[config.mk]
export PLATFORM = sky130hd
export DESIGN_NAME = ram_program_loader
export DESIGN_NICKNAME = d
export VERILOG_FILES = /design/src/rtl/ram_program_loader.sv
export SDC_FILE = /design/constraint.sdc
export NUM_CORES = 1
export LEC_CHECK = 0
export BUFFER_PORTS_ARGS = -buffer_cell sky130_fd_sc_hd__clkbuf_2
export CAP_MARGIN = 20
export CORE_ASPECT_RATIO = 1.4
export CORE_MARGIN = 1
export CORE_UTILIZATION = 50
export DETAILED_ROUTE_END_ITERATION = 12
export MAX_ROUTING_LAYER = met4
export PLACE_DENSITY = 0.73
export SLEW_MARGIN = 5
export SYNTH_ARGS = -nofsm -noshare
export SYNTH_HDL_FRONTEND = slang
export SYNTH_SLANG_ARGS = --single-unit
[constraint.sdc]
create_clock -name clk -period 1.7 [get_ports clk]
set_clock_uncertainty 0.05 [all_clocks]
set_input_delay 0.085 -clock clk [delete_from_list [all_inputs] [get_ports clk]]
set_output_delay 0.085 -clock clk [all_outputs]
set_load 0.05 [all_outputs]
[src/rtl/ram_program_loader.sv]
// rtl/ram_program_loader.sv - byte-stream loader driving the RAM manual-programming port
// Optional trailing checksum byte check is enabled with LOADER_CHECKSUM_EN.

module ram_program_loader #(
  parameter int unsigned DEPTH          = 16,
  parameter int unsigned ADDR_W         = 4,
  parameter int unsigned DATA_W         = 8,
  parameter int unsigned TIMEOUT_CYCLES = 1000000
) (
  input  logic              clk,
  input  logic              rst_n,
  input  logic              start,
  input  logic              byte_valid,
  input  logic [DATA_W-1:0] byte_data,
  output logic              byte_ready,
  output logic              manual_mode,
  output logic              manual_read,
  output logic [ADDR_W-1:0] address,
  output logic [DATA_W-1:0] program_switches,
  output logic              busy,
  output logic              done,
  output logic [1:0]        error
);

  typedef enum logic [2:0] {
    S_IDLE,
    S_LOAD,
    S_WRITE,
    S_CHECK,
    S_DONE,
    S_ERROR
  } state_t;

  localparam logic [1:0] ERR_NONE     = 2'b00;
  localparam logic [1:0] ERR_TIMEOUT  = 2'b01;
  localparam logic [1:0] ERR_OVERRUN  = 2'b10;
  localparam logic [1:0] ERR_CHECKSUM = 2'b11;

  // The counter only has to hold 0..TIMEOUT_CYCLES-1; the expiring cycle jumps straight to ERROR.
  localparam int unsigned       CNT_W     = (TIMEOUT_CYCLES > 1) ? $clog2(TIMEOUT_CYCLES) : 1;
  localparam logic [CNT_W-1:0]  TO_LAST   = CNT_W'((TIMEOUT_CYCLES > 0) ? TIMEOUT_CYCLES - 1 : 0);
  localparam logic [ADDR_W-1:0] LAST_ADDR = ADDR_W'(DEPTH - 1);

  state_t              state_q, state_d;
  logic [ADDR_W-1:0]   addr_q, addr_d;
  logic [DATA_W-1:0]   data_q, data_d;
  logic [CNT_W-1:0]    cnt_q, cnt_d;
  logic [1:0]          err_q, err_d;
  logic                timeout_hit;
`ifdef LOADER_CHECKSUM_EN
  logic [DATA_W-1:0]   sum_q, sum_d;
`endif

  assign timeout_hit = (TIMEOUT_CYCLES != 0) && (cnt_q == TO_LAST);

  always_ff @(posedge clk or negedge rst_n) begin
    if (!rst_n) begin
      state_q <= S_IDLE;
      addr_q  <= '0;
      data_q  <= '0;
      cnt_q   <= '0;
      err_q   <= ERR_NONE;
`ifdef LOADER_CHECKSUM_EN
      sum_q   <= '0;
`endif
    end else begin
      state_q <= state_d;
      addr_q  <= addr_d;
      data_q  <= data_d;
      cnt_q   <= cnt_d;
      err_q   <= err_d;
`ifdef LOADER_CHECKSUM_EN
      sum_q   <= sum_d;
`endif
    end
  end

  always_comb begin
    state_d = state_q;
    addr_d  = addr_q;
    data_d  = data_q;
    cnt_d   = cnt_q;
    err_d   = err_q;
`ifdef LOADER_CHECKSUM_EN
    sum_d   = sum_q;
`endif
    case (state_q)
      S_IDLE, S_DONE, S_ERROR: begin
        if (start) begin
          state_d = S_LOAD;
          addr_d  = '0;
          cnt_d   = '0;
          err_d   = ERR_NONE;
`ifdef LOADER_CHECKSUM_EN
          sum_d   = '0;
`endif
        end
      end
      S_LOAD: begin
        if (byte_valid) begin
          data_d  = byte_data;
          cnt_d   = '0;
          state_d = S_WRITE;
`ifdef LOADER_CHECKSUM_EN
          sum_d   = sum_q + byte_data;
`endif
        end else if (timeout_hit) begin
          state_d = S_ERROR;
          err_d   = ERR_TIMEOUT;
        end else begin
          cnt_d = cnt_q + CNT_W'(1);
        end
      end
      S_WRITE: begin
        // The RAM write itself still completes at this edge even on overrun.
        if (byte_valid) begin
          state_d = S_ERROR;
          err_d   = ERR_OVERRUN;
        end else if (addr_q == LAST_ADDR) begin
`ifdef LOADER_CHECKSUM_EN
          state_d = S_CHECK;
`else
          state_d = S_DONE;
`endif
        end else begin
          addr_d  = addr_q + ADDR_W'(1);
          state_d = S_LOAD;
        end
      end
`ifdef LOADER_CHECKSUM_EN
      S_CHECK: begin
        if (byte_valid) begin
          cnt_d = '0;
          if (byte_data == sum_q) begin
            state_d = S_DONE;
          end else begin
            state_d = S_ERROR;
            err_d   = ERR_CHECKSUM;
          end
        end else if (timeout_hit) begin
          state_d = S_ERROR;
          err_d   = ERR_TIMEOUT;
        end else begin
          cnt_d = cnt_q + CNT_W'(1);
        end
      end
`endif
      default: state_d = S_IDLE;
    endcase
  end

  assign busy             = (state_q == S_LOAD) || (state_q == S_WRITE) || (state_q == S_CHECK);
  assign manual_mode      = busy;
  assign manual_read      = (state_q == S_WRITE);
  assign byte_ready       = (state_q == S_LOAD) || (state_q == S_CHECK);
  assign done             = (state_q == S_DONE);
  assign error            = err_q;
  assign address          = addr_q;
  assign program_switches = data_q;

endmodule
# ---- Word level (Yosys, flattened, before mapping)
# Cells that the tools add are included.
dict set report totals {
  input_bits 12
  register_bits 37
  word_cells 54
}
dict set report classes {
  n_reduce_logical 13
  muxes 19
  eq_ne 15
  add_sub_neg 2
}
# operator n
set op_table {}
lappend op_table {{$mux 20} 3}
lappend op_table {{$pmux 20 s2} 1}
lappend op_table {{$add 20x1->20 const B} 1}
lappend op_table {{$eq 20x20->1 const B} 1}
lappend op_table {{$mux 3} 5}
lappend op_table {{$mux 4} 3}
lappend op_table {{$ne 2x2->1 const B} 6}
lappend op_table {{$pmux 3 s3} 1}
lappend op_table {{$mux 2} 4}
lappend op_table {{$pmux 4 s2} 1}
lappend op_table {{$eq 3x2->1 const B} 2}
lappend op_table {{$eq 3x3->1 const B} 2}
lappend op_table {{$ne 3x3->1 const B} 2}
lappend op_table {{$pmux 2 s3} 1}
lappend op_table {{$reduce_and 5->1} 1}
lappend op_table {{$add 4x1->4 const B} 1}
lappend op_table {{$eq 4x4->1 const B} 1}
lappend op_table {{$reduce_and 2->1} 2}
lappend op_table {{$reduce_and 4->1} 1}
lappend op_table {{$reduce_bool 2->1} 2}
lappend op_table {{$eq 3x1->1 const B} 1}
lappend op_table {{$logic_not 3->1} 1}
lappend op_table {{$logic_or 1x1->1} 3}
lappend op_table {{$reduce_and 3->1} 1}
lappend op_table {{other kinds (2)} 2}

# ---- Logic depth before layout (Yosys ltp)
# Gate-level depths: netlist of run 1.
dict set report depth {
  ltp_word 4
  depth_mapped 7
  ltp_nobuf 6
}

# ---- Least setup slack after synthesis of run 1
# OpenSTA, ideal clock, no wires.
dict set report synth_timing {
  kind {reg-to-reg}
  startpoint {register addr_q[0] (netlist: address[0])}
  endpoint {register addr_q[2] (netlist: address[2])}
  n_path_buf 0
  period_less_slack_ns 1.862
  arrival_ns 1.729
  t_required_ns 1.567
  setup_slack_ns -0.162
  stages_incl_launch_ff 7
  setup_time_ns 0.083
  path_cell_list {dfrtp_1 > ha_1 > nand3_1 > a21oi_1 > o21a_1 > or3_1 > o21ai_0}
}
dict set report synth_between {
  elab_chain_cells 4
}
# element line
set synth_rtl {}
lappend synth_rtl {{start: declaration} 45} ;# logic [ADDR_W-1:0] addr_q, addr_d;
lappend synth_rtl {{start signal: assignment} 68} ;# addr_q <= addr_d;
lappend synth_rtl {{$add 4x1->4} 126} ;# addr_d = addr_q + ADDR_W'(1);
lappend synth_rtl {{$mux 4} 119} ;# end else if (addr_q == LAST_ADDR) begin
lappend synth_rtl {{$mux 4} 116} ;# if (byte_valid) begin
lappend synth_rtl {{$pmux 4 s2} 87} ;# case (state_q)
# Parallel ways exist; a longest one is shown, timed or not. The select of a mux whose other input is x is not followed.
# A chain may end at the register's enable or synchronous reset.

# ---- Worst setup path after layout of run 1
dict set report layout_timing {
  startpoint {register cnt_q[11]}
  endpoint {register cnt_q[9]}
}
dict set report layout_between {
  elab_chain_cells 3
}
# element line
set layout_rtl {}
lappend layout_rtl {{start: declaration} 47} ;# logic [CNT_W-1:0] cnt_q, cnt_d;
lappend layout_rtl {{start signal: assignment} 70} ;# cnt_q <= cnt_d;
lappend layout_rtl {{$eq 20x20->1} 54} ;# assign timeout_hit = (TIMEOUT_CYCLES != 0) && (cnt_q == TO_LAST);
lappend layout_rtl {{$ne 3x3->1 (no line)} -}
lappend layout_rtl {{$reduce_and 3->1 (no line)} -}
# No other way between the ends.

==> results of run 1 <==
placed cells by master, fill, tap and decap left out, types with 3 or more instances in the layout:
cell type	count
nor2_1	10
buf_6	9
o21ai_0	13
dlygate4sd3_1	9
a21oi_2	3
nand3_1	8
mux2_2	8
o31ai_1	7
nand3_2	3
clkbuf_2	28
inv_1	7
and2_1	3
nand2b_1	4
o21ai_1	9
nand2_1	17
a21oi_1	7
or3_1	4
dfrtp_1	34
nand2_2	3
o21a_1	3
a31oi_1	5
nand4_1	7
clkbuf_8	5
buf_4	53
dfrtp_2	3
and3_1	3
state kept, by name (all words and copies together) (netlist names):
signal	flops
address	4
state_q	3
program_switches	8
cnt_q	20
error	2
repair_timing:
action / CTS / global route
gates resized for setup: 21 / 38
pin swaps: 6 / 9
hold buffers: 9 / 0
setup endpoints to repair: 25 / 29
hold endpoints to repair: 32 / 0
buffers inserted: 5 / 5
cloned: 0 / 1
power by group:
group	switching (mW)	leakage [nW]	internal (mW)
Combinational	1.34	0.886	0.811
Sequential	0.117	0.489	1.05
Clock	0.316	0.0450	0.284
Total	1.77	1.42	2.14
final timing paths:
check                           slack [ns]                              end                  start  cells after the start
worst min-delay path                  0.06           state_q[0]$_DFFE_PN0P_                  start                      2
min in group asynchronous             0.29           address[1]$_DFFE_PN0P_                  rst_n                      2
worst min register to register        0.45             error[0]$_DFFE_PN0P_   error[0]$_DFFE_PN0P_                      1
max in group asynchronous             0.73  program_switches[6]$_DFFE_PN0P_                  rst_n                      3
worst max register to register       -0.22             cnt_q[9]$_DFFE_PN0P_  cnt_q[11]$_DFFE_PN0P_                      7
worst max-delay path                 -0.22             cnt_q[9]$_DFFE_PN0P_  cnt_q[11]$_DFFE_PN0P_                      7
cell families (layout without fill, tap and decap cells):
logic type | count (synthesis) | after routing
AOI/OAI and AO/OA | 57 | 57
DFF | 37 | 37
buffers and inverters | 17 | 118
adders and majority gates | 2 | 2
and+or+nand+nor | 88 | 88
xor gates and xnor gates | 1 | 1
muxes | 9 | 9
final cells by class:
| type | count | area [um2] | area share (%) |
|---|---|---|---|
| Multi-Input combinational cell | 157 | 1170 | 38.7 |
| Sequential cell | 37 | 930 | 30.8 |
| Timing Repair Buffer | 101 | 749 | 24.9 |
| Clock buffer | 6 | 72.6 | 2.41 |
| Tap cell | 42 | 52.6 | 1.74 |
| Inverter | 9 | 33.8 | 1.12 |
| Clock inverter | 2 | 10.0 | 0.332 |
routing by layer:
metal	vias up	routed length (um)
li1	976	-
met1	1030	2400
met2	105	3200
met3	26	343
met4	0	235
met5	-	0
stage by stage:
stage / setup WS, ns / std cells / TNS (ns)
after detailed placement: -0.200 / 328 / -2.93
after global routing: -0.288 / 354 / -4.90
after floorplan: 0.00190 / 211 / 0
after global placement: -0.118 / 328 / -0.954
final: -0.215 / 354 / -2.74
after CTS: -0.0577 / 350 / -0.356
worst reg2reg max path, stage by stage, from the launching register on:
cell     delay, ns
dfrtp_1       0.42
nor4_4        0.29
nand4_1       0.17
buf_4         0.19
o31ai_4       0.25
buf_4         0.23
o21ai_0       0.13
o31ai_1       0.09
==> out/metrics.cfg, run 1 <==
[final_layout]
fin_nets=325
nFillCells=212
drive_gt1_share_pct=46.5
post-route-util_pct=81.3
area_growth_pct=53.7
n_antenna_cell=0
design_area_mm2=0.00301

[placement]
gp_congestion=0.850
dp_hpwl_um=3700
portBuffers=30
place_area_mm2=0.00254

[cts]
clkLatencyLatePin_ns=0.29
clkSinkCount=37
cts_tree=built
cts_buffers=5
path_clk_slew_ns=0.07
cts.path.max_buffers=2
htreeDepth=2
root_buffer=clkbuf_8

[run_status]
violations=setup timing
status=finished with violations

[timing]
post-route-period-util_pct=113
fin_crit_ns=1.92
slew_headroom_pct=56.2
setup_viol_count_final=21
max_freq_mhz=522
layout_setup_ws_ns=-0.215
worstMarginPinSlew_ns=0.658
finalHoldViolCount=0
slew_violations=0
worst_hold_slack_ns=0.0615
rsz0062_at_grt=yes

[grt]
grt_use_met1_pct=34.5
grt_pass1_vias=1967
met2_usage_pct=48.1
met3_usage_pct=6.99
overflow=0
top_usage_layer=met2
grt_use_total_pct=30.4
antenna_found_initial=0
grt_max_degree=27
grt_pass1_wl_um=8980

[worst_setup_path]
arrival_ns=2.06
cp_max_fo=10
crit_path_max_incr_delay_ns=0.42
crit_slowest_cell=dfrtp_1
criticalPathCategory=flop to flop
end_kind=flop
path_common_cell=buf_4
cp_top_family=compound AO/OA/AOI/OAI gates
critical_path_required_ns=1.85
start_kind=flop
crit_buf_inv=2
crit_chain=nor4_4 > nand4_1 > buf_4 > o31ai_4 > buf_4 > o21ai_0 > o31ai_1

[worst_hold_path]
min_path_type=input pin to flop

[floorplanning]
start_util_pct=52.9
io_pins=31
rows=26
dieHeight_um=76.1
core_region_area_mm2=0.00371
fp.dieArea_mm2=0.00418
die_w_um=54.9

[routing]
vias=2137
vias_per_cell=6.04
ant_nets=0
drc=0
post_drt_wl_per_cell_um=17.5
drt_iter0_markers=71
first_pass_iters=4
wirelength_um=6180

[logic_synthesis]
synthAdderAreaFrac_pct=1.28
ys_types=41
ys_top_cells_by_area=dfrtp_1, o21ai_0, mux2_2, nand2_1, nand3_1
yosys.area.top_type_share_pct=47.2
synth_commonest_cells=dfrtp_1, nand2_1, o21ai_0, nand3_1, nor2_1
synth-simple-area-share_pct=24.4
synthArstFlopShare_pct=100
synth_xor_area_share_pct=0.447
yosys.area.top_type=dfrtp_1
ys_ff_latch=37
yosysMostFrequentCell=dfrtp_1
yosys-mux-area-fraction_pct=5.11
yosysWarnings=0
synth_compound_area_share_pct=17.6
synth_ff_type=dfrtp_1
syn_area_mm2=0.00196
synth.avg_cell_area_um2=9.29
seq_area_frac_synth_pct=47.2
synthCells=211
synth_edf_count=0
synth_top_family_by_area=simple AND/OR/NAND/NOR gates
syn_nets=225

[pwr]
leakage_nw=1.42
peakVddDrop_mv=1.28
power_mw=3.91
power_density_mw_per_mm2=1300

[flow_run]
drv_cap=0

Power figures use the tool's default switching activity.
==> run 2, diff against run 1 <==
--- a/config.mk
+++ b/config.mk
@@ -13,6 +13,7 @@
 export DETAILED_ROUTE_END_ITERATION = 12
 export MAX_ROUTING_LAYER = met4
 export PLACE_DENSITY = 0.73
+export SKIP_CTS_REPAIR_TIMING = 1
 export SLEW_MARGIN = 5
 export SYNTH_ARGS = -nofsm -noshare
 export SYNTH_HDL_FRONTEND = slang
==> constraint.sdc (replaced) <==
create_clock -name clk -period 1.7 [get_ports clk]
set_clock_uncertainty 0.05 [all_clocks]
set_input_delay 0.085 -clock clk [delete_from_list [all_inputs] [get_ports clk]]
set_output_delay 0.085 -clock clk [all_outputs]
set_load 0.1 [all_outputs]
==> run 2 against run 1 <==
Against the previous run: the run still ends with setup timing left; cell area is 2.3% lower; die area did not move; sequential power about the same; largest cell class unchanged; largest power group unchanged.
==> out/metrics.cfg, run 2 (synthesized netlist as in run 1, its figures left out) <==
[worst_hold_path]
min_path_type=input pin to flop

[final_layout]
area_growth_pct=50.2
regMostFlops=cnt_q
fin_nets=318
largest_reg_flops=20
nFillCells=240
final_common_cell=buf_4
mostFrequentLayoutCells=buf_4, dfrtp_1, clkbuf_2
drive_gt1_share_pct=43.6
n_antenna_cell=0

[pwr]
combPwrFrac_pct=60.7
switching_share_pct=51.3
p_int_mw=2.29
power_switching_mw=2.41
clock_power_share_pct=14.5
pwr-share-seq_pct=24.8
power_density_mw_per_mm2=1600
peakVddDrop_mv=1.87
leakage_nw=1.35

[run_status]
violations=setup timing
status=finished with violations

[timing]
fin_crit_ns=2.00
setup_viol_count_final=21
slew_headroom_pct=63.7
slew_violations=0
worst_hold_slack_ns=0.0616
rsz0062_at_grt=yes
max_freq_mhz=500
post-route-period-util_pct=118
finalHoldViolCount=0
worstMarginPinSlew_ns=0.547
layout_setup_ws_ns=-0.300

[cts]
clkSinkCount=37
root_buffer=clkbuf_8
clkLatencyLatePin_ns=0.29
cts_tree=built
cts_buffers=5
cts.path.max_buffers=2
path_clk_slew_ns=0.07
htreeDepth=2

[flow_run]
drv_cap=0

[grt]
grt_use_total_pct=25.4
antenna_found_initial=0
grt_max_degree=38
grt_pass1_vias=1756
grt_pass1_wl_um=7650
overflow=0

[placement]
gp_congestion=0.797
dp_hpwl_um=3560
portBuffers=30
dpl_worst_slack_ns=-0.132

[worst_setup_path]
start_kind=flop
criticalPathCategory=flop to flop
cp_max_fo=4
end_kind=flop
arrival_ns=2.17
critical_path_required_ns=1.87

[floorplanning]
start_util_pct=52.9
die_w_um=54.9
rows=26
dieHeight_um=76.1
io_pins=31
core_region_area_mm2=0.00371
fp.dieArea_mm2=0.00418

[routing]
vias=2054
first_pass_iters=4
drt_iter0_markers=76
ant_nets=0
wirelength_um=5750
drc=0
vias_per_cell=5.92
post_drt_wl_per_cell_um=16.6

run 2: layer usage:
metal | vias up | track usage, % | wire length (um)
met3 | 15 | 4.79 | 301
met5 | - | - | 0
met1 | 1004 | 30.5 | 2240
met2 | 77 | 41.3 | 3060
li1 | 958 | - | -
met4 | 0 | 8.25 | 144
run 2: power by group through the flow:
stage               combinational (mW)  sequential [mW]  clock (mW)
finish                            2.85             1.17       0.682
detailed placement                2.62             1.17           0
floorplan                         1.11             2.00           0
global route                      2.99             1.19       0.722
global placement                  2.60             1.16           0
CTS                               2.63             1.16       0.679
run 2: worst paths after layout:
kind,startpoint,to,slack (ns),depth (start not counted)
max,cnt_q[0]$_DFFE_PN0P_,cnt_q[14]$_DFFE_PN0P_,-0.30,7
min,start,state_q[0]$_DFFE_PN0P_,0.06,2
max reg2reg,cnt_q[0]$_DFFE_PN0P_,cnt_q[14]$_DFFE_PN0P_,-0.30,7
min reg2reg,error[0]$_DFFE_PN0P_,error[0]$_DFFE_PN0P_,0.44,1
max in group asynchronous,rst_n,address[1]$_DFFE_PN0P_,0.92,3
min in group asynchronous,rst_n,address[0]$_DFFE_PN0P_,0.32,3
run 2: cell type report:
cell class                      instances  area, um2  area share, %
Inverter                                9       37.5           1.27
Multi-Input combinational cell        157       1090           37.1
Sequential cell                        37        938           31.9
Tap cell                               42       52.6           1.78
Clock buffer                            7       96.3           3.27
Clock inverter                          1       5.00          0.170
Timing Repair Buffer                   94        722           24.5
run 2: stage by stage:
stage / power (mW) / utilization, % / instances / cell area (um2) / setup TNS, ns
global route: 4.90 / 79.4 / 347 / 2950 / -5.16
floorplan: 3.12 / - / 211 / 2030 / -0.259
finish: 4.70 / 79.4 / 347 / 2950 / -3.40
CTS: 4.46 / 72.5 / 330 / 2690 / -3.24
global placement: 3.77 / 69.7 / 322 / 2590 / -0.801
detailed placement: 3.80 / 69.7 / 322 / 2590 / -2.08
run 2: critical path, stage by stage, from the launching register on:
cell	delay [ns]
dfrtp_1	0.40
ha_2	0.19
and3_4	0.20
nand4_1	0.20
buf_4	0.16
o21ai_2	0.07
or4_1	0.55
nand3_1	0.11
==> run 3, diff against run 2 <==
--- a/config.mk
+++ b/config.mk
@@ -13,6 +13,7 @@
 export DETAILED_ROUTE_END_ITERATION = 12
 export MAX_ROUTING_LAYER = met4
 export PLACE_DENSITY = 0.73
+export SETUP_SLACK_MARGIN = 0.3
 export SKIP_CTS_REPAIR_TIMING = 1
 export SLEW_MARGIN = 5
 export SYNTH_ARGS = -nofsm -noshare
==> run 3 against run 2 <==
Against the previous run: the run still ends with setup timing left; first-iteration DRC count is 43% higher; utilization is 4.0 points higher; total power is 10% higher; non-clock buffer count is 2 lower; fmax is 11% higher; combinational power is 7.7% higher; flip-flop and latch count stayed put; register-to-register slack better by 0.20 ns; wire length is 6.0% higher; global-route usage is 1.6 points higher; die area stayed put; critical endpoint is now cnt_q[16]$_DFFE_PN0P_.
==> out/metrics.cfg, run 3 (synthesized netlist as in run 1, its figures left out) <==
[worst_setup_path]
start_kind=flop
cp_max_fo=10
arrival_ns=1.96
critical_path_required_ns=1.86
criticalPathCategory=flop to flop
end_kind=flop

[final_layout]
n_antenna_cell=0
design_area_mm2=0.00309
area_growth_pct=57.8
final-seq-area_um2=942
largest_reg_flops=20
mostFrequentLayoutCells=buf_4, dfrtp_1, clkbuf_2
multi_input_area_mm2=0.00117
nFillCells=197
post-route-util_pct=83.4
final_common_cell=buf_4
final_cells=345
regMostFlops=cnt_q
drive_gt1_share_pct=47.2
fin_nets=316

[timing]
slew_violations=0
slew_headroom_pct=61.5
finalHoldViolCount=0
fin_tns_setup_ns=-0.752
layout_setup_ws_ns=-0.103
worst_hold_slack_ns=0.0629
worstMarginPinSlew_ns=0.578
post-route-period-util_pct=106
setup_viol_count_final=20
fin_crit_ns=1.80
rsz0062_at_grt=yes
max_freq_mhz=555

[routing]
vias_per_cell=5.91
ant_nets=0
first_pass_iters=4
drc=0
wirelength_um=6100
drt_iter0_markers=109
vias=2038
post_drt_wl_per_cell_um=17.7

[placement]
dpl.cell_count=316
portBuffers=30
place_area_mm2=0.00266
gp_congestion=0.799
dpl_worst_slack_ns=-0.0373
dp_hpwl_um=3670

[cts]
cts_tree=built
clkLatencyLatePin_ns=0.29
cts.path.max_buffers=2
clkSinkCount=37
path_clk_slew_ns=0.08
cts_buffers=5
htreeDepth=2
root_buffer=clkbuf_8

[grt]
grt_use_total_pct=26.9
antenna_found_initial=0
overflow=0
grt_max_degree=24
grt_pass1_vias=1823
grt_pass1_wl_um=7960

[floorplanning]
start_util_pct=52.9
die_w_um=54.9
io_pins=31
rows=26
core_region_area_mm2=0.00371
dieHeight_um=76.1
fp.dieArea_mm2=0.00418

[run_status]
status=finished with violations
violations=setup timing

[pwr]
power_density_mw_per_mm2=1670
power_mw=5.18
leakage_nw=1.42
peakVddDrop_mv=2.27

[worst_hold_path]
min_path_type=input pin to flop

[flow_run]
drv_cap=0

run 3: per-layer routing:
layer	part of all wire [%]	track usage, %	vias up
met5	0	-	-
met2	54	43.6	65
met1	39	30.5	996
met3	3.2	5.39	18
met4	3.4	12.3	0
li1	-	-	959
run 3: power breakdown:
group / internal (mW) / leakage [nW] / total (mW) / switching (mW)
combinational: 1.02 / 0.875 / 3.07 / 2.05
sequential: 1.05 / 0.478 / 1.20 / 0.150
clock: 0.583 / 0.0681 / 0.907 / 0.324
total: 2.65 / 1.42 / 5.18 / 2.52
run 3: layout make-up:
class / instances / area share (%)
Multi-Input combinational cell: 157 / 38.0
Sequential cell: 37 / 30.5
Timing Repair Buffer: 92 / 24.3
Clock buffer: 5 / 2.22
Clock inverter: 3 / 2.10
Tap cell: 42 / 1.70
Inverter: 9 / 1.21
run 3: final timing paths:
kind	startpoint	end	slack [ns]	depth (start not counted)
setup / recovery	cnt_q[8]$_DFFE_PN0P_	cnt_q[16]$_DFFE_PN0P_	-0.10	6
hold / removal	start	state_q[0]$_DFFE_PN0P_	0.06	2
setup reg to reg	cnt_q[8]$_DFFE_PN0P_	cnt_q[16]$_DFFE_PN0P_	-0.10	6
hold reg to reg	error[0]$_DFFE_PN0P_	error[0]$_DFFE_PN0P_	0.44	1
max in group asynchronous	rst_n	cnt_q[12]$_DFFE_PN0P_	0.78	3
min in group asynchronous	rst_n	program_switches[7]$_DFFE_PN0P_	0.27	2
run 3: critical path, stage by stage, from the launching register on:
cell and delay [ns]:
dfrtp_2 0.46, nor4_4 0.26, nand4_1 0.21, o31ai_2 0.28, buf_4 0.23, inv_2 0.05, a31oi_1 0.17
